**src/rtl/vga_pkg.sv**
```systemverilog
// Shared 800x600@72 raster constants and pixel types for the scan timing
// block and the Pong pixel generators.
package vga_pkg;

  localparam int VGA_H_ACTIVE = 800;
  localparam int VGA_H_FP     = 56;
  localparam int VGA_H_SYNC   = 120;
  localparam int VGA_H_BP     = 64;
  localparam int VGA_V_ACTIVE = 600;
  localparam int VGA_V_FP     = 37;
  localparam int VGA_V_SYNC   = 6;
  localparam int VGA_V_BP     = 23;
  localparam logic VGA_H_POL  = 1'b1;
  localparam logic VGA_V_POL  = 1'b1;

  localparam int VGA_H_TOTAL = VGA_H_ACTIVE + VGA_H_FP + VGA_H_SYNC + VGA_H_BP;
  localparam int VGA_V_TOTAL = VGA_V_ACTIVE + VGA_V_FP + VGA_V_SYNC + VGA_V_BP;

  typedef logic [10:0] coord_t;
  typedef logic [11:0] rgb_t;

  // True when c lies in the half-open window [lo, lo+len).
  function automatic logic in_window(input coord_t c, input int lo, input int len);
    return (c >= coord_t'(lo)) && (c < coord_t'(lo + len));
  endfunction

endpackage

```
**src/rtl/scan_counter.sv**
```systemverilog
// Modulo-TOTAL raster counter; wrap flags the enabled step from TOTAL-1 to 0
// so that a horizontal instance can clock a vertical one.
module scan_counter
  import vga_pkg::*;
#(
  parameter int TOTAL = VGA_H_TOTAL
) (
  input  logic   clk,
  input  logic   rst_n,
  input  logic   en,
  output coord_t cnt,
  output logic   wrap
);

  localparam coord_t LAST = coord_t'(TOTAL - 1);

  coord_t cnt_q;
  coord_t cnt_d;

  // Next-count and wrap decode.
  always_comb begin
    cnt_d = cnt_q;
    wrap  = en && (cnt_q == LAST);
    if (!en) begin
      cnt_d = cnt_q;
    end else if (cnt_q == LAST) begin
      cnt_d = 11'd0;
    end else begin
      cnt_d = cnt_q + 11'd1;
    end
  end

  // Count register.
  always_ff @(posedge clk or negedge rst_n) begin
    if (!rst_n) begin
      cnt_q <= 11'd0;
    end else begin
      cnt_q <= cnt_d;
    end
  end

  assign cnt = cnt_q;

endmodule

```
**src/rtl/vga_scan_timing.sv**
```systemverilog
// Raster scan generator: pixel coordinates for the pixel generators and a
// one-pixel registered output stage for colour, sync and frame tick.
module vga_scan_timing
  import vga_pkg::*;
#(
  parameter int   H_ACTIVE = VGA_H_ACTIVE,
  parameter int   H_FP     = VGA_H_FP,
  parameter int   H_SYNC   = VGA_H_SYNC,
  parameter int   H_BP     = VGA_H_BP,
  parameter int   V_ACTIVE = VGA_V_ACTIVE,
  parameter int   V_FP     = VGA_V_FP,
  parameter int   V_SYNC   = VGA_V_SYNC,
  parameter int   V_BP     = VGA_V_BP,
  parameter logic H_POL    = VGA_H_POL,
  parameter logic V_POL    = VGA_V_POL
) (
  input  logic        clk,
  input  logic        rst_n,
  input  logic        pix_en,
  input  logic [11:0] rgb_in,
  output logic [10:0] x,
  output logic [10:0] y,
  output logic        active,
  output logic        frame_tick,
  output logic        hsync,
  output logic        vsync,
  output logic [11:0] vga_rgb
);

  localparam int H_TOTAL = H_ACTIVE + H_FP + H_SYNC + H_BP;
  localparam int V_TOTAL = V_ACTIVE + V_FP + V_SYNC + V_BP;

  coord_t hcnt_s;
  coord_t vcnt_s;
  logic   h_wrap_s;
  logic   v_wrap_s;
  logic   active_s;
  logic   hs_raw_s;
  logic   vs_raw_s;

  rgb_t vga_rgb_q;
  rgb_t vga_rgb_d;
  logic hsync_q;
  logic hsync_d;
  logic vsync_q;
  logic vsync_d;
  logic frame_tick_q;
  logic frame_tick_d;
  // Counters currently sit at (0,0): true out of reset and after a frame wrap.
  logic origin_q;
  logic origin_d;

  scan_counter #(.TOTAL(H_TOTAL)) u_hcnt (
    .clk   (clk),
    .rst_n (rst_n),
    .en    (pix_en),
    .cnt   (hcnt_s),
    .wrap  (h_wrap_s)
  );

  scan_counter #(.TOTAL(V_TOTAL)) u_vcnt (
    .clk   (clk),
    .rst_n (rst_n),
    .en    (h_wrap_s),
    .cnt   (vcnt_s),
    .wrap  (v_wrap_s)
  );

  assign active_s = (hcnt_s < coord_t'(H_ACTIVE)) && (vcnt_s < coord_t'(V_ACTIVE));
  assign hs_raw_s = in_window(hcnt_s, H_ACTIVE + H_FP, H_SYNC);
  assign vs_raw_s = in_window(vcnt_s, V_ACTIVE + V_FP, V_SYNC);

  // Output-stage next state; everything but the tick holds while stalled.
  always_comb begin
    vga_rgb_d    = vga_rgb_q;
    hsync_d      = hsync_q;
    vsync_d      = vsync_q;
    origin_d     = origin_q;
    frame_tick_d = 1'b0;
    if (pix_en) begin
      vga_rgb_d    = active_s ? rgb_in : 12'h000;
      hsync_d      = hs_raw_s ? H_POL : ~H_POL;
      vsync_d      = vs_raw_s ? V_POL : ~V_POL;
      frame_tick_d = origin_q;
      origin_d     = v_wrap_s;
    end else begin
      vga_rgb_d    = vga_rgb_q;
      hsync_d      = hsync_q;
      vsync_d      = vsync_q;
      origin_d     = origin_q;
      frame_tick_d = 1'b0;
    end
  end

  // Output-stage registers.
  always_ff @(posedge clk or negedge rst_n) begin
    if (!rst_n) begin
      vga_rgb_q    <= 12'h000;
      hsync_q      <= ~H_POL;
      vsync_q      <= ~V_POL;
      frame_tick_q <= 1'b0;
      origin_q     <= 1'b1;
    end else begin
      vga_rgb_q    <= vga_rgb_d;
      hsync_q      <= hsync_d;
      vsync_q      <= vsync_d;
      frame_tick_q <= frame_tick_d;
      origin_q     <= origin_d;
    end
  end

  assign x          = hcnt_s;
  assign y          = vcnt_s;
  assign active     = active_s;
  assign frame_tick = frame_tick_q;
  assign hsync      = hsync_q;
  assign vsync      = vsync_q;
  assign vga_rgb    = vga_rgb_q;

endmodule

```
**config.mk**
```make
export PLATFORM = sky130hd
export DESIGN_NAME = vga_scan_timing
export DESIGN_NICKNAME = d
export VERILOG_FILES = /design/src/rtl/vga_pkg.sv /design/src/rtl/scan_counter.sv /design/src/rtl/vga_scan_timing.sv
export SDC_FILE = /design/constraint.sdc
export NUM_CORES = 1
export LEC_CHECK = 0
export ABC_CLOCK_PERIOD_IN_PS = 2930
export BUFFER_PORTS_ARGS = -buffer_cell sky130_fd_sc_hd__buf_2
export CORE_UTILIZATION = 35
export CTS_CLUSTER_DIAMETER = 120
export DETAILED_ROUTE_END_ITERATION = 6
export RECOVER_POWER = 50
export SETUP_SLACK_MARGIN = 0.02
export SLEW_MARGIN = 25
export SYNTH_ARGS = -nofsm -noshare
export SYNTH_HDL_FRONTEND = slang
export SYNTH_HIERARCHICAL = 1
export SYNTH_SLANG_ARGS = --single-unit
```
**constraint.sdc**
```tcl
create_clock -name clk -period 2.93 [get_ports clk]
set_input_delay 0.586 -clock clk [delete_from_list [all_inputs] [get_ports clk]]
set_output_delay 0.586 -clock clk [all_outputs]
set_load 0.02 [all_outputs]
```
; After elaboration in Yosys (flattened, before gate mapping)
; Index checks and enable logic that the tools add are counted.
[totals]
wordCells = 28
inputBits = 15
register_bits = 38
[op_classes]
eq_ne = 2
magnitude_cmp = 6
n_addsub = 2
n_reduce_logical = 5
mux = 6
[op_table]
columns = op, count
row1 = $lt A11 B10 Y1 const B, 4
row2 = $add A11 B1 Y11 const B, 2
row3 = $ge A11 B10 Y1 const B, 2
row4 = $mux W11, 2
row5 = $mux W12, 1
row6 = $eq A11 B10 Y1 const B, 1
row7 = $eq A11 B11 Y1 const B, 1
row8 = $logic_and A1 B1 Y1, 5
row9 = $mux W1, 3

; Depth between registers and ports, before layout
; Gate-level depths: netlist of the first run.
[logic_depth]
depth_word = 3
ltp_mapped = 7
depth_no_buf = 6

; Hierarchy
; Netlist of the first run, hierarchy kept.
[modules_own_cells]
columns = mod, area_each_um2, cells_each, instances
row1 = vga_scan_timing, 763.2, 71, 1
row2 = scan_counter at u_vcnt, 610.6, 59, 1
row3 = scan_counter at u_hcnt, 550.5, 52, 1

; Worst setup path before layout of the first run
; No wires, ideal clock.
[synth_path]
kind = register to register
start = reg u_hcnt.cnt_q[5], in the netlist u_hcnt/cnt[5]
end = reg u_vcnt.cnt_q[9], in the netlist u_vcnt/cnt[9]
setup_ns = 0.077
arrival_ns = 2.263
path_slack_ns = 0.589
stages_incl_launch_ff = 7
path_cell_list = dfrtp_1 > or4b_4 > nor3_2 > buf_4 > nand4_4 > or4_1 > a21oi_1
[synth_between]
elab_chain_len = 2
[synth_rtl]
columns = item, line
row1 = start: declaration, scan_counter.sv:17  ; coord_t cnt_q;
row2 = start signal: assignment, scan_counter.sv:38  ; cnt_q <= cnt_d;
row3 = $eq A11 B11 Y1, scan_counter.sv:23  ; wrap = en && (cnt_q == LAST);
row4 = $logic_and A1 B1 Y1, scan_counter.sv:23
row5 = via h_wrap_s, vga_scan_timing.sv:35  ; logic h_wrap_s;
row6 = end signal: assignment, scan_counter.sv:38
row7 = end: declaration, scan_counter.sv:17
; The timed path passes the listed nets, and every way through them passes these cells.
; A chain may end at the register's enable or synchronous reset.

==> flow_summary.html, run 1 <==
<table>
<tr><th>Metric</th><th>Value</th></tr>
<tr><th colspan="2">Placement</th></tr>
<tr><td>Port bufs</td><td>52</td></tr>
<tr><td>Placed wire-length estimate after detailed placement</td><td>between 3000 and 4000 um</td></tr>
<tr><td>Routability-driven placement congestion ratio</td><td>between 0.8 and 0.9</td></tr>
<tr><td>Placement-stage worst setup slack</td><td>between 600 and 700 ps</td></tr>
<tr><th colspan="2">Setup path</th></tr>
<tr><td>Kind of end point of the critical path</td><td>flop</td></tr>
<tr><td>CP startpoint kind</td><td>input port</td></tr>
<tr><td>Worst Setup Path Type</td><td>in2reg</td></tr>
<tr><td>Critical path peak fanout</td><td>25</td></tr>
<tr><td>Data required, critical path</td><td>~3200 ps</td></tr>
<tr><td>Arrival time of data at the critical path endpoint</td><td>approximately 2700 ps</td></tr>
<tr><th colspan="2">STA</th></tr>
<tr><td>Share of the clock period used by the worst path</td><td>a little over four fifths</td></tr>
<tr><td>Crit path time final</td><td>around 2500 ps</td></tr>
<tr><td>Setup WS post-layout</td><td>roughly 470 ps</td></tr>
<tr><td>Worst clock skew</td><td>about 8 ps</td></tr>
<tr><td>Pins Over Slew Limit</td><td>39</td></tr>
<tr><td>Setup violations, final</td><td>0</td></tr>
<tr><td>RSZ-0062 raised after global routing</td><td>false</td></tr>
<tr><td>Worst hold margin</td><td>around 490 ps</td></tr>
<tr><td>Total Neg Setup Slack</td><td>0 ps</td></tr>
<tr><td>Slew of the pin with the lowest slew margin</td><td>a little under 2000 ps</td></tr>
<tr><td>Achievable Freq</td><td>406.7 MHz</td></tr>
<tr><td>Relative max-transition margin</td><td>-32.02%</td></tr>
<tr><td>Number of failing hold endpoints at the final stage</td><td>0</td></tr>
<tr><th colspan="2">Synth</th></tr>
<tr><td>Main flop type after synthesis</td><td>sky130_fd_sc_hd__dfrtp_1</td></tr>
<tr><td>Yosys warning count</td><td>6</td></tr>
<tr><td>Share of synthesized registers carrying an async set or reset</td><td>100.0%</td></tr>
<tr><td>Post-synth EDFFs</td><td>0</td></tr>
<tr><td>Avg Cell Area, Syn</td><td>roughly 11 um2</td></tr>
<tr><td>Seq/Total Area, Yosys</td><td>49.48%</td></tr>
<tr><td>Count of state elements after synthesis</td><td>38</td></tr>
<tr><td>Cell count after synthesis</td><td>roughly 180</td></tr>
<tr><td>Syn nets</td><td>200</td></tr>
<tr><td>Number of unique standard cell types used by synthesis</td><td>44</td></tr>
<tr><td>Area of the mapped netlist</td><td>1924 um2</td></tr>
<tr><th colspan="2">Status</th></tr>
<tr><td>Run status</td><td>finished, violations left</td></tr>
<tr><td>Violations in the final reports</td><td>capacitance limit, slew limit</td></tr>
<tr><th colspan="2">Cells and area</th></tr>
<tr><td>Commonest cells after routing, fill and taps aside</td><td>sky130_fd_sc_hd__buf_2, sky130_fd_sc_hd__dfrtp_1, sky130_fd_sc_hd__nand2_1</td></tr>
<tr><td>Most frequent standard cell in the layout excluding fill and tap cells</td><td>sky130_fd_sc_hd__buf_2</td></tr>
<tr><td>Post-layout nets</td><td>256</td></tr>
<tr><td>Final Core Density</td><td>between 40% and 50%</td></tr>
<tr><td>Synth-to-Final Area Change</td><td>21.26%</td></tr>
<tr><td>Ant diodes</td><td>0</td></tr>
<tr><td>Fraction of layout instances using a drive strength above 1</td><td>roughly a quarter</td></tr>
<tr><th colspan="2">Detailed routing</th></tr>
<tr><td>Iteration-0 DRC count of the detailed router</td><td>just over 100</td></tr>
<tr><td>Sum of routed wire length over all layers</td><td>between 4000 and 5000 um</td></tr>
<tr><td>Detailed-route DRC error count</td><td>0</td></tr>
<tr><td>Number of vias per cell after detailed routing</td><td>~5.2</td></tr>
<tr><td>Antenna-violating nets left</td><td>0</td></tr>
<tr><td>Total number of vias</td><td>between 1.5k and 2k</td></tr>
<tr><td>Average wire per cell in the routed design</td><td>roughly 14 um</td></tr>
<tr><td>Router iterations before antenna repair</td><td>4</td></tr>
<tr><th colspan="2">Clock network</th></tr>
<tr><td>CTS clock-pin slew for the worst setup and hold paths</td><td>about 80 ps</td></tr>
<tr><td>CTS root buf</td><td>sky130_fd_sc_hd__clkbuf_8</td></tr>
<tr><td>Source-to-sink clock delay at the later pin of the worst-skew pair</td><td>~300 ps</td></tr>
<tr><td>Post-CTS resize count</td><td>0</td></tr>
<tr><td>Number of post-CTS setup repair buffers</td><td>0</td></tr>
<tr><td>CTS sink count</td><td>38</td></tr>
<tr><td>Clock tree from TritonCTS</td><td>built</td></tr>
<tr><td>Hold Buf Count CTS</td><td>0</td></tr>
<tr><td>Cts bufs inserted</td><td>5</td></tr>
<tr><td>Buffer levels on the longest clock path</td><td>2</td></tr>
<tr><td>Level count of the clock H-tree</td><td>2</td></tr>
<tr><th colspan="2">Power</th></tr>
<tr><td>Peak ir drop on the vdd network</td><td>427.4 uV</td></tr>
<tr><td>Cell area power density</td><td>~540 nW/um2</td></tr>
<tr><td>Pleak</td><td>1.068 nW</td></tr>
<tr><th colspan="2">Floorplan</th></tr>
<tr><td>Number of core rows</td><td>26</td></tr>
<tr><td>Core Box Area</td><td>about 5200 um2</td></tr>
<tr><td>Area of the die</td><td>5799 um2</td></tr>
<tr><td>I/O pin total</td><td>53</td></tr>
<tr><td>Starting Density</td><td>between 30% and 40%</td></tr>
<tr><td>DIE WIDTH</td><td>around 76 um</td></tr>
<tr><td>Die height</td><td>76.15 um</td></tr>
<tr><th colspan="2">Run</th></tr>
<tr><td>Count of maximum capacitance violations</td><td>1</td></tr>
<tr><th colspan="2">Global route</th></tr>
<tr><td>First-pass GRT wire length</td><td>approximately 7400 um</td></tr>
<tr><td>Pin count of the biggest net entering global routing</td><td>39</td></tr>
<tr><td>Total global-route track usage</td><td>16.10%</td></tr>
<tr><td>Via count of the first global-routing pass</td><td>1535</td></tr>
<tr><td>Sum of overflow across all layers after global routing</td><td>0</td></tr>
<tr><td>Antenna violations before repair</td><td>0</td></tr>
<tr><th colspan="2">Worst hold path</th></tr>
<tr><td>Worst hold-check path type</td><td>reg2reg</td></tr>
</table>
## layout make-up
type | count | area, um2
Clock buffer | 6 | 82.58
Clock inverter | 2 | 12.51
Fill cell | 538 | 2872
Inverter | 9 | 33.78
Multi-Input combinational cell | 129 | 902.1
Sequential cell | 38 | 952.2
Tap cell | 70 | 87.58
Timing Repair Buffer | 55 | 262.8
## where the power goes
group,switching (mW),internal [mW]
logic,0.148,0.0822
registers,0.0755,0.572
clock network,0.192,0.189
## cells by family after synthesis
group / count (synthesis) / share of synthesized area, %
AOI/OAI and AO/OA: 42 / 16.25
xor gates and xnor gates: 12 / 5.462
adders and majority gates: 3 / 1.951
buffers and inverters: 15 / 3.641
DFF: 38 / 49.48
muxes: 1 / 0.5851
and+or+nand+nor: 71 / 22.63
## critical path: stages
cell,delay [ps]
sky130_fd_sc_hd__clkbuf_1,100
sky130_fd_sc_hd__clkbuf_1,820
sky130_fd_sc_hd__inv_1,500
sky130_fd_sc_hd__a2111oi_0,500
sky130_fd_sc_hd__a22o_1,180
## sequential cells by signal (all words and copies together), names as in the netlist
signal,flops
frame_tick,1
hsync,1
origin_q,1
u_hcnt/cnt,11
u_vcnt/cnt,11
vga_rgb,12
vsync,1
## Yosys cell counts, types with 3 or more instances
master                      instances  area [um2]
sky130_fd_sc_hd__inv_1              9       33.78
sky130_fd_sc_hd__nand3_1            7       35.03
sky130_fd_sc_hd__xor2_1             9       78.83
sky130_fd_sc_hd__o21ai_0            4       20.02
sky130_fd_sc_hd__nand2_1           23       86.33
sky130_fd_sc_hd__nor2_1             8       30.03
sky130_fd_sc_hd__o21ai_1            3       15.01
sky130_fd_sc_hd__nand4_1            7       43.79
sky130_fd_sc_hd__o2bb2ai_1         13       113.9
sky130_fd_sc_hd__xnor2_1            3       26.28
sky130_fd_sc_hd__dfrtp_1           37       925.9
sky130_fd_sc_hd__o31ai_1            3       22.52
sky130_fd_sc_hd__ha_1               3       37.54
sky130_fd_sc_hd__a21oi_1            8       40.04
sky130_fd_sc_hd__nand2b_1           3       18.77
## layer usage
metal | track usage, % | routed length (um)
met1 | 21.76 | 2105
met2 | 24.45 | 1947
met3 | 3.952 | 243
met4 | 7.115 | 70
met5 | 0 | 0
## worst paths after layout
| check | startpoint | end | slack (ps) | cells past startpoint |
|---|---|---|---|---|
| setup / recovery | pix_en | vsync | 470 | 5 |
| setup reg to reg | u_hcnt/cnt[9] | u_vcnt/cnt[9] | 600 | 5 |
| hold / removal | vga_rgb[9] | vga_rgb[9] | 490 | 1 |
| hold reg to reg | vga_rgb[9] | vga_rgb[9] | 490 | 1 |
| min in group asynchronous | rst_n | u_vcnt/cnt[10] | 840 | 1 |
| max in group asynchronous | rst_n | u_hcnt/cnt[4] | 960 | 1 |
## metrics by stage
step                      cells  instance area [um2]  total power, mW
after global placement      301                 2258           0.8887
after floorplan             182                 1924           0.7897
after global routing        309                 2333            1.322
final                       309                 2333            1.260
after detailed placement    301                 2258           0.8917
after CTS                   309                 2354            1.279
No activity file was read; power rests on OpenSTA's default activity.
==> inputs of run 2 (changes only) <==
--- a/config.mk
+++ b/config.mk
@@ -5,7 +5,7 @@
 export SDC_FILE = /design/constraint.sdc
 export NUM_CORES = 1
 export LEC_CHECK = 0
-export ABC_CLOCK_PERIOD_IN_PS = 2930
+export ABC_CLOCK_PERIOD_IN_PS = 2200
 export BUFFER_PORTS_ARGS = -buffer_cell sky130_fd_sc_hd__buf_2
 export CORE_UTILIZATION = 35
 export CTS_CLUSTER_DIAMETER = 120
==> constraint.sdc (replaced) <==
create_clock -name clk -period 2.2 [get_ports clk]
set_input_delay 0.44 -clock clk [delete_from_list [all_inputs] [get_ports clk]]
set_output_delay 0.44 -clock clk [all_outputs]
set_load 0.02 [all_outputs]
==> run 2 against run 1 <==
Net effect:
- largest power group unchanged
- via count is 1.4% higher
- combinational power is 85% higher
- sequential share of layout area is 2.5 points lower
- worst hold slack worse by 110 ps
- clock power is 93% higher
- first-iteration DRC count is 41% lower
- the run still ends with capacitance limit, slew limit left
- register-to-register slack worse by 480 ps
==> flow_summary.html, run 2 (synthesized netlist as in run 1, its figures left out) <==
<table>
<tr><th>Metric</th><th>Value</th></tr>
<tr><th colspan="2">Detailed routing</th></tr>
<tr><td>Average wire per cell in the routed design</td><td>14.38 um (was 14.13 um)</td></tr>
<tr><td>Detailed-route DRC error count</td><td>0 (unchanged)</td></tr>
<tr><td>Router iterations before antenna repair</td><td>4 (unchanged)</td></tr>
<tr><td>Sum of routed wire length over all layers</td><td>4646 um (was 4366 um)</td></tr>
<tr><td>Iteration-0 DRC count of the detailed router</td><td>60 (was 102)</td></tr>
<tr><td>Antenna-violating nets left</td><td>0 (unchanged)</td></tr>
<tr><td>Number of vias per cell after detailed routing</td><td>5.062 (was 5.217)</td></tr>
<tr><td>Total number of vias</td><td>1635 (was 1612)</td></tr>
<tr><th colspan="2">STA</th></tr>
<tr><td>Setup WS post-layout</td><td>117.1 ps (was 471.4 ps)</td></tr>
<tr><td>Relative max-transition margin</td><td>-2.414% (was -32.02%)</td></tr>
<tr><td>Achievable Freq</td><td>480.1 MHz</td></tr>
<tr><td>Share of the clock period used by the worst path</td><td>94.68%</td></tr>
<tr><td>Pins Over Slew Limit</td><td>29 (was 39)</td></tr>
<tr><td>Worst clock skew</td><td>10.28 ps (was 7.806 ps)</td></tr>
<tr><td>Setup violations, final</td><td>0 (unchanged)</td></tr>
<tr><td>Crit path time final</td><td>2083 ps</td></tr>
<tr><td>RSZ-0062 raised after global routing</td><td>true (was false)</td></tr>
<tr><td>Total Neg Setup Slack</td><td>0 ps (unchanged)</td></tr>
<tr><td>Slew of the pin with the lowest slew margin</td><td>1536 ps (was 1980 ps)</td></tr>
<tr><td>Number of failing hold endpoints at the final stage</td><td>0 (unchanged)</td></tr>
<tr><th colspan="2">Placement</th></tr>
<tr><td>Routability-driven placement congestion ratio</td><td>0.7829 (was 0.8467)</td></tr>
<tr><td>Port bufs</td><td>52 (unchanged)</td></tr>
<tr><td>Placement-stage worst setup slack</td><td>114.1 ps (was 600.5 ps)</td></tr>
<tr><td>Placed wire-length estimate after detailed placement</td><td>3320 um (was 3037 um)</td></tr>
<tr><td>Placed cell area</td><td>2365 um2 (was 2258 um2)</td></tr>
<tr><td>Dpl cells</td><td>314 (was 301)</td></tr>
<tr><th colspan="2">Worst hold path</th></tr>
<tr><td>Cell depth of the worst hold path</td><td>3 (was 1)</td></tr>
<tr><td>End point of the most critical hold path</td><td>vga_rgb[0] (was vga_rgb[9])</td></tr>
<tr><td>Worst Hold Launch</td><td>rgb_in[0] (was vga_rgb[9])</td></tr>
<tr><td>Worst hold-check path type</td><td>in2reg (was reg2reg)</td></tr>
<tr><th colspan="2">Global route</th></tr>
<tr><td>Antenna violations before repair</td><td>0 (unchanged)</td></tr>
<tr><td>Pin count of the biggest net entering global routing</td><td>29 (was 39)</td></tr>
<tr><td>First-pass GRT wire length</td><td>7700 um (was 7424 um)</td></tr>
<tr><td>Sum of overflow across all layers after global routing</td><td>0 (unchanged)</td></tr>
<tr><td>Via count of the first global-routing pass</td><td>1600 (was 1535)</td></tr>
<tr><td>Total global-route track usage</td><td>17.03% (was 16.10%)</td></tr>
<tr><th colspan="2">Setup path</th></tr>
<tr><td>Kind of end point of the critical path</td><td>flop (unchanged)</td></tr>
<tr><td>Stage delay of the slowest cell on the critical path</td><td>580 ps (was 820 ps)</td></tr>
<tr><td>CP startpoint kind</td><td>flop (was input port)</td></tr>
<tr><td>Worst Setup Path Type</td><td>reg2reg (was in2reg)</td></tr>
<tr><td>Arrival time of data at the critical path endpoint</td><td>2310 ps (was 2700 ps)</td></tr>
<tr><td>Data required, critical path</td><td>2420 ps (was 3170 ps)</td></tr>
<tr><td>Critical path peak fanout</td><td>6 (was 25)</td></tr>
<tr><td>Slowest stage cell, crit path</td><td>sky130_fd_sc_hd__or4b_4 (was sky130_fd_sc_hd__clkbuf_1)</td></tr>
<tr><td>Gate family responsible for the most delay along the worst path</td><td>simple AND/OR/NAND/NOR gates (was buffers and inverters)</td></tr>
<tr><td>Slack of the worst reg-to-reg path</td><td>120 ps (was 600 ps)</td></tr>
<tr><td>R2R Path Start</td><td>u_hcnt/cnt[5] (was u_hcnt/cnt[9])</td></tr>
<tr><td>Worst-case reg-to-reg path depth</td><td>5 (unchanged)</td></tr>
<tr><td>Combined buffer and inverter count along the critical path</td><td>0 (was 3)</td></tr>
<tr><td>End of the worst register-to-register path</td><td>u_vcnt/cnt[9] (unchanged)</td></tr>
<tr><td>Worst-path cell chain</td><td>or4b_4, nor3_4, nand4_4, or4_1, a21oi_1 (was clkbuf_1, clkbuf_1, inv_1, a2111oi_0, a22o_1)</td></tr>
<tr><th colspan="2">Cells and area</th></tr>
<tr><td>Post-route standard cell area excluding fillers</td><td>2492 um2 (was 2333 um2)</td></tr>
<tr><td>Commonest cells after routing, fill and taps aside</td><td>sky130_fd_sc_hd__buf_2, sky130_fd_sc_hd__dfrtp_1, sky130_fd_sc_hd__nand2_1 (unchanged)</td></tr>
<tr><td>Post-route insts no fill</td><td>323 (was 309)</td></tr>
<tr><td>Synth-to-Final Area Change</td><td>29.52% (was 21.26%)</td></tr>
<tr><td>Ant diodes</td><td>0 (unchanged)</td></tr>
<tr><td>Flip-flop count of the largest register, all copies and words added</td><td>12 (unchanged)</td></tr>
<tr><td>Fraction of layout instances using a drive strength above 1</td><td>30.83% (was 25.94%)</td></tr>
<tr><td>Most frequent standard cell in the layout excluding fill and tap cells</td><td>sky130_fd_sc_hd__buf_2 (unchanged)</td></tr>
<tr><td>Post-layout nets</td><td>270 (was 256)</td></tr>
<tr><th colspan="2">Clock network</th></tr>
<tr><td>Level count of the clock H-tree</td><td>2 (unchanged)</td></tr>
<tr><td>Hold Buf Count CTS</td><td>0 (unchanged)</td></tr>
<tr><td>Cts bufs inserted</td><td>5 (unchanged)</td></tr>
<tr><td>Source-to-sink clock delay at the later pin of the worst-skew pair</td><td>300 ps (about the same)</td></tr>
<tr><td>CTS sink count</td><td>38 (unchanged)</td></tr>
<tr><td>CTS clock-pin slew for the worst setup and hold paths</td><td>80 ps (about the same)</td></tr>
<tr><td>Buffer levels on the longest clock path</td><td>2 (unchanged)</td></tr>
<tr><td>Clock tree from TritonCTS</td><td>built (unchanged)</td></tr>
<tr><td>CTS root buf</td><td>sky130_fd_sc_hd__clkbuf_8 (unchanged)</td></tr>
<tr><th colspan="2">Floorplan</th></tr>
<tr><td>DIE WIDTH</td><td>76.15 um (unchanged)</td></tr>
<tr><td>Number of core rows</td><td>26 (unchanged)</td></tr>
<tr><td>Die height</td><td>76.15 um (unchanged)</td></tr>
<tr><td>Starting Density</td><td>36.97% (unchanged)</td></tr>
<tr><td>Core Box Area</td><td>5205 um2 (unchanged)</td></tr>
<tr><td>Area of the die</td><td>5799 um2 (unchanged)</td></tr>
<tr><td>I/O pin total</td><td>53 (unchanged)</td></tr>
<tr><th colspan="2">Power</th></tr>
<tr><td>Cell area power density</td><td>787.2 nW/um2 (was 539.8 nW/um2)</td></tr>
<tr><td>Peak ir drop on the vdd network</td><td>445.7 uV (was 427.4 uV)</td></tr>
<tr><td>Pleak</td><td>1.158 nW (was 1.068 nW)</td></tr>
<tr><th colspan="2">Status</th></tr>
<tr><td>Violations in the final reports</td><td>capacitance limit, slew limit (unchanged)</td></tr>
<tr><td>Run status</td><td>finished, violations left (unchanged)</td></tr>
<tr><th colspan="2">Run</th></tr>
<tr><td>Count of maximum capacitance violations</td><td>1 (unchanged)</td></tr>
</table>
[run 2: tightest hold or removal path, delay by kind of cell]
family | cells | cell delay, ps
buf+inv | 1 | 90
simple gates | 1 | 50
compound gates | 1 | 50
[run 2: metal layers]
metal  vias to the layer above  track usage (%)  wire [um]
met2                        42            26.73       2156
met3                         6            4.072        214
met4                         0            6.346         68
met5                         -                0          0
met1                       771            22.88       2206
li1                        816                -          -
[run 2: worst max-delay path by stage]
stage | startpoint | endpoint | cells after the start
after global placement | u_hcnt/cnt[5] | u_vcnt/cnt[10] | 6
final | u_hcnt/cnt[5] | u_vcnt/cnt[9] | 5
after detailed placement | u_hcnt/cnt[5] | u_vcnt/cnt[10] | 6
after CTS | u_vcnt/cnt[7] | active | 5
after global routing | u_vcnt/cnt[7] | active | 5
after floorplan | u_hcnt/cnt[5] | u_vcnt/cnt[9] | 6
[run 2: cell type report]
type                       instances  area (um2)
multi-input combinational        129       914.6
clock inverter                     2       60.06
inverter                           9       33.78
clock buffer                       6       82.58
timing repair buffer              69       357.8
sequential                        38       955.9
fill                             536        2713
tap                               70       87.58
[run 2: metrics by stage]
step	power [mW]	utilization, %	hold WS, ps
after detailed placement	1.265	45.43	470.0
after CTS	2.013	48.17	178.7
after global routing	2.056	47.88	363.4
final	1.962	47.88	374.6
after global placement	1.264	45.43	467.0
after floorplan	1.057	-	144.4
[run 2: what timing repair did]
item | in CTS | in global routing
endpoints found under the hold margin | 0 | 0
buffers inserted | 0 | 1
setup endpoints to repair | 0 | 2
gates resized for setup | 0 | 2
[run 2: power by group]
group          switching (mW)  total [mW]  leakage [nW]  internal (mW)
combinational           0.275       0.425         0.611          0.151
clock                   0.251       0.735        0.0714          0.484
sequential             0.0377       0.802         0.476          0.764
==> inputs of run 3 (changes only) <==
--- a/config.mk
+++ b/config.mk
@@ -8,6 +8,7 @@
 export ABC_CLOCK_PERIOD_IN_PS = 2200
 export BUFFER_PORTS_ARGS = -buffer_cell sky130_fd_sc_hd__buf_2
 export CORE_UTILIZATION = 35
+export CTS_BUF_LIST = sky130_fd_sc_hd__clkbuf_2
 export CTS_CLUSTER_DIAMETER = 120
 export DETAILED_ROUTE_END_ITERATION = 6
 export RECOVER_POWER = 50
==> run 3 against run 2 <==
Net effect:
- the run still ends with capacitance limit, slew limit left
- critical endpoint unchanged
- clock skew up 23 ps
- sequential share of layout area increased by 0.14 points
- first-iteration DRC count up 8.3%
- via count up 1.6%
- combinational power barely moved
- highest routed layer unchanged
- worst setup slack got worse by 49 ps
- fmax is 2.3% lower
- cell area is 0.10% lower
- die area is the same
- sequential power about the same
- critical path type unchanged
- sequential cell count is the same
- total power shrank 9.8%
==> flow_summary.html, run 3 (synthesized netlist as in run 1, its figures left out) <==
<table>
<tr><th>Metric</th><th>Value</th></tr>
<tr><th colspan="2">Status</th></tr>
<tr><td>Run status</td><td>finished, violations left (unchanged)</td></tr>
<tr><td>Violations in the final reports</td><td>capacitance limit, slew limit (unchanged)</td></tr>
<tr><th colspan="2">Floorplan</th></tr>
<tr><td>I/O pin total</td><td>53 (unchanged)</td></tr>
<tr><td>Die height</td><td>76.15 um (unchanged)</td></tr>
<tr><td>DIE WIDTH</td><td>76.15 um (unchanged)</td></tr>
<tr><td>Number of core rows</td><td>26 (unchanged)</td></tr>
<tr><td>Area of the die</td><td>5799 um2 (unchanged)</td></tr>
<tr><td>Core Box Area</td><td>5205 um2 (unchanged)</td></tr>
<tr><td>Starting Density</td><td>36.97% (unchanged)</td></tr>
<tr><th colspan="2">Setup path</th></tr>
<tr><td>Arrival time of data at the critical path endpoint</td><td>2490 ps (was 2310 ps)</td></tr>
<tr><td>R2R Path Start</td><td>u_hcnt/cnt[5] (unchanged)</td></tr>
<tr><td>Critical path peak fanout</td><td>6 (unchanged)</td></tr>
<tr><td>Kind of end point of the critical path</td><td>flop (unchanged)</td></tr>
<tr><td>Worst Setup Path Type</td><td>reg2reg (unchanged)</td></tr>
<tr><td>CP startpoint kind</td><td>flop (unchanged)</td></tr>
<tr><td>Worst-case reg-to-reg path depth</td><td>6 (was 5)</td></tr>
<tr><td>Slack of the worst reg-to-reg path</td><td>70 ps (was 120 ps)</td></tr>
<tr><td>End of the worst register-to-register path</td><td>u_vcnt/cnt[9] (unchanged)</td></tr>
<tr><td>Data required, critical path</td><td>2550 ps (was 2420 ps)</td></tr>
<tr><th colspan="2">Cells and area</th></tr>
<tr><td>Number of fillers in the final layout</td><td>538 (was 536)</td></tr>
<tr><td>Commonest cells after routing, fill and taps aside</td><td>sky130_fd_sc_hd__buf_2, sky130_fd_sc_hd__dfrtp_1, sky130_fd_sc_hd__nand2_1 (unchanged)</td></tr>
<tr><td>Post-layout nets</td><td>274 (was 270)</td></tr>
<tr><td>Flip-flop count of the largest register, all copies and words added</td><td>12 (unchanged)</td></tr>
<tr><td>Ant diodes</td><td>0 (unchanged)</td></tr>
<tr><td>Register Area</td><td>958.4 um2 (was 955.9 um2)</td></tr>
<tr><td>Most frequent standard cell in the layout excluding fill and tap cells</td><td>sky130_fd_sc_hd__buf_2 (unchanged)</td></tr>
<tr><td>Synth-to-Final Area Change</td><td>29.39% (was 29.52%)</td></tr>
<tr><td>Fraction of layout instances using a drive strength above 1</td><td>33.46% (was 30.83%)</td></tr>
<tr><td>Post-route standard cell area excluding fillers</td><td>2490 um2 (was 2492 um2)</td></tr>
<tr><td>Area occupied by multi-input gates</td><td>925.9 um2 (was 914.6 um2)</td></tr>
<tr><th colspan="2">STA</th></tr>
<tr><td>Pins Over Slew Limit</td><td>29 (unchanged)</td></tr>
<tr><td>Setup WS post-layout</td><td>68.13 ps (was 117.1 ps)</td></tr>
<tr><td>Number of failing hold endpoints at the final stage</td><td>0 (unchanged)</td></tr>
<tr><td>Total Neg Setup Slack</td><td>0 ps (unchanged)</td></tr>
<tr><td>Slew of the pin with the lowest slew margin</td><td>1527 ps (was 1536 ps)</td></tr>
<tr><td>Achievable Freq</td><td>469.1 MHz (was 480.1 MHz)</td></tr>
<tr><td>Relative max-transition margin</td><td>-1.831% (was -2.414%)</td></tr>
<tr><td>RSZ-0062 raised after global routing</td><td>true (unchanged)</td></tr>
<tr><td>Crit path time final</td><td>2132 ps (was 2083 ps)</td></tr>
<tr><td>Setup violations, final</td><td>0 (unchanged)</td></tr>
<tr><td>Worst hold margin</td><td>229.9 ps (was 374.6 ps)</td></tr>
<tr><td>Share of the clock period used by the worst path</td><td>96.90% (was 94.68%)</td></tr>
<tr><td>Worst clock skew</td><td>33.36 ps (was 10.28 ps)</td></tr>
<tr><th colspan="2">Detailed routing</th></tr>
<tr><td>Antenna-violating nets left</td><td>0 (unchanged)</td></tr>
<tr><td>Total number of vias</td><td>1661 (was 1635)</td></tr>
<tr><td>Top metal layer carrying routed signals</td><td>met4 (unchanged)</td></tr>
<tr><td>Iteration-0 DRC count of the detailed router</td><td>65 (was 60)</td></tr>
<tr><td>Detailed-route DRC error count</td><td>0 (unchanged)</td></tr>
<tr><td>Sum of routed wire length over all layers</td><td>4681 um (was 4646 um)</td></tr>
<tr><td>Wire length on met2</td><td>2221 um (was 2156 um)</td></tr>
<tr><td>Met3 wire length</td><td>173 um (was 214 um)</td></tr>
<tr><td>Routed met1 length</td><td>2226 um (was 2206 um)</td></tr>
<tr><td>Router iterations before antenna repair</td><td>4 (unchanged)</td></tr>
<tr><td>Number of vias per cell after detailed routing</td><td>5.080 (was 5.062)</td></tr>
<tr><td>Average wire per cell in the routed design</td><td>14.31 um (was 14.38 um)</td></tr>
<tr><th colspan="2">Clock network</th></tr>
<tr><td>Buffer levels on the longest clock path</td><td>2 (unchanged)</td></tr>
<tr><td>Level count of the clock H-tree</td><td>2 (unchanged)</td></tr>
<tr><td>CTS sink count</td><td>38 (unchanged)</td></tr>
<tr><td>Clock tree from TritonCTS</td><td>built (unchanged)</td></tr>
<tr><td>Cts bufs inserted</td><td>5 (unchanged)</td></tr>
<tr><td>CTS clock-pin slew for the worst setup and hold paths</td><td>220 ps (was 80 ps)</td></tr>
<tr><td>Source-to-sink clock delay at the later pin of the worst-skew pair</td><td>410 ps (was 300 ps)</td></tr>
<tr><td>CTS root buf</td><td>sky130_fd_sc_hd__clkbuf_2 (was sky130_fd_sc_hd__clkbuf_8)</td></tr>
<tr><td>Hold Buf Count CTS</td><td>0 (unchanged)</td></tr>
<tr><th colspan="2">Worst hold path</th></tr>
<tr><td>Worst hold-check path type</td><td>in2reg (unchanged)</td></tr>
<tr><td>Cell depth of the worst hold path</td><td>3 (unchanged)</td></tr>
<tr><td>Worst Hold Launch</td><td>rgb_in[0] (unchanged)</td></tr>
<tr><td>End point of the most critical hold path</td><td>vga_rgb[0] (unchanged)</td></tr>
<tr><th colspan="2">Placement</th></tr>
<tr><td>Placement-stage worst setup slack</td><td>114.1 ps (unchanged)</td></tr>
<tr><td>Placed cell area</td><td>2365 um2 (unchanged)</td></tr>
<tr><td>Routability-driven placement congestion ratio</td><td>0.7829 (unchanged)</td></tr>
<tr><td>Port bufs</td><td>52 (unchanged)</td></tr>
<tr><td>Placed wire-length estimate after detailed placement</td><td>3320 um (unchanged)</td></tr>
<tr><th colspan="2">Power</th></tr>
<tr><td>PnR Total Power</td><td>1.771 mW (was 1.962 mW)</td></tr>
<tr><td>Pleak</td><td>1.154 nW (was 1.158 nW)</td></tr>
<tr><td>Cell area power density</td><td>711.1 nW/um2 (was 787.2 nW/um2)</td></tr>
<tr><td>Peak ir drop on the vdd network</td><td>405.9 uV (was 445.7 uV)</td></tr>
<tr><th colspan="2">Global route</th></tr>
<tr><td>First-pass GRT wire length</td><td>7741 um (was 7700 um)</td></tr>
<tr><td>Total global-route track usage</td><td>17.00% (was 17.03%)</td></tr>
<tr><td>Pin count of the biggest net entering global routing</td><td>29 (unchanged)</td></tr>
<tr><td>Antenna violations before repair</td><td>0 (unchanged)</td></tr>
<tr><td>Via count of the first global-routing pass</td><td>1609 (was 1600)</td></tr>
<tr><td>Sum of overflow across all layers after global routing</td><td>0 (unchanged)</td></tr>
<tr><th colspan="2">Run</th></tr>
<tr><td>Count of maximum capacitance violations</td><td>1 (unchanged)</td></tr>
</table>
run 3: metal layers:
metal | GRT usage [%] | vias up
li1 | - | 823
met1 | 23.09 | 790
met2 | 27.18 | 41
met3 | 3.353 | 7
met4 | 5.769 | 0
met5 | 0 | -
run 3: repair_timing:
item / CTS / global route
setup buffers: 2 / 3
setup endpoints to repair: 1 / 3
resized for setup: 4 / 3
pin swaps: 1 / 1
run 3: how the worst max path moves through the flow:
stage | endpoint | cells after the start | startpoint
final | u_vcnt/cnt[9] | 6 | u_hcnt/cnt[5]
after global routing | active | 5 | u_vcnt/cnt[7]
after CTS | active | 5 | u_hcnt/cnt[7]
after detailed placement | u_vcnt/cnt[10] | 6 | u_hcnt/cnt[5]
after global placement | u_vcnt/cnt[10] | 6 | u_hcnt/cnt[5]
after floorplan | u_vcnt/cnt[9] | 6 | u_hcnt/cnt[5]
run 3: power breakdown:
part           internal [mW]  total (mW)  switching, mW
registers              0.764       0.802         0.0380
clock network          0.303       0.541          0.238
logic                  0.153       0.428          0.275
run 3: critical path: stages, from the launching register on:
cell and delay (ps):
sky130_fd_sc_hd__dfrtp_2 440, sky130_fd_sc_hd__or4b_4 580, sky130_fd_sc_hd__nor3_4 260, sky130_fd_sc_hd__buf_6 140, sky130_fd_sc_hd__nand4_4 120, sky130_fd_sc_hd__or4_1 420, sky130_fd_sc_hd__a21oi_1 160
run 3: final cells by class:
class                           count  area share (%)
Inverter                            9           1.357
Clock buffer                        5           1.005
Timing Repair Buffer               73           15.88
Tap cell                           70           3.518
Sequential cell                    38           38.49
Clock inverter                      3           2.563
Multi-Input combinational cell    129           37.19
run 3: through the flow:
stage                     utilization, %  instances
after floorplan                        -        182
after global placement             45.43        314
after detailed placement           45.43        314
after CTS                          47.64        324
after global routing               47.84        327
final                              47.84        327
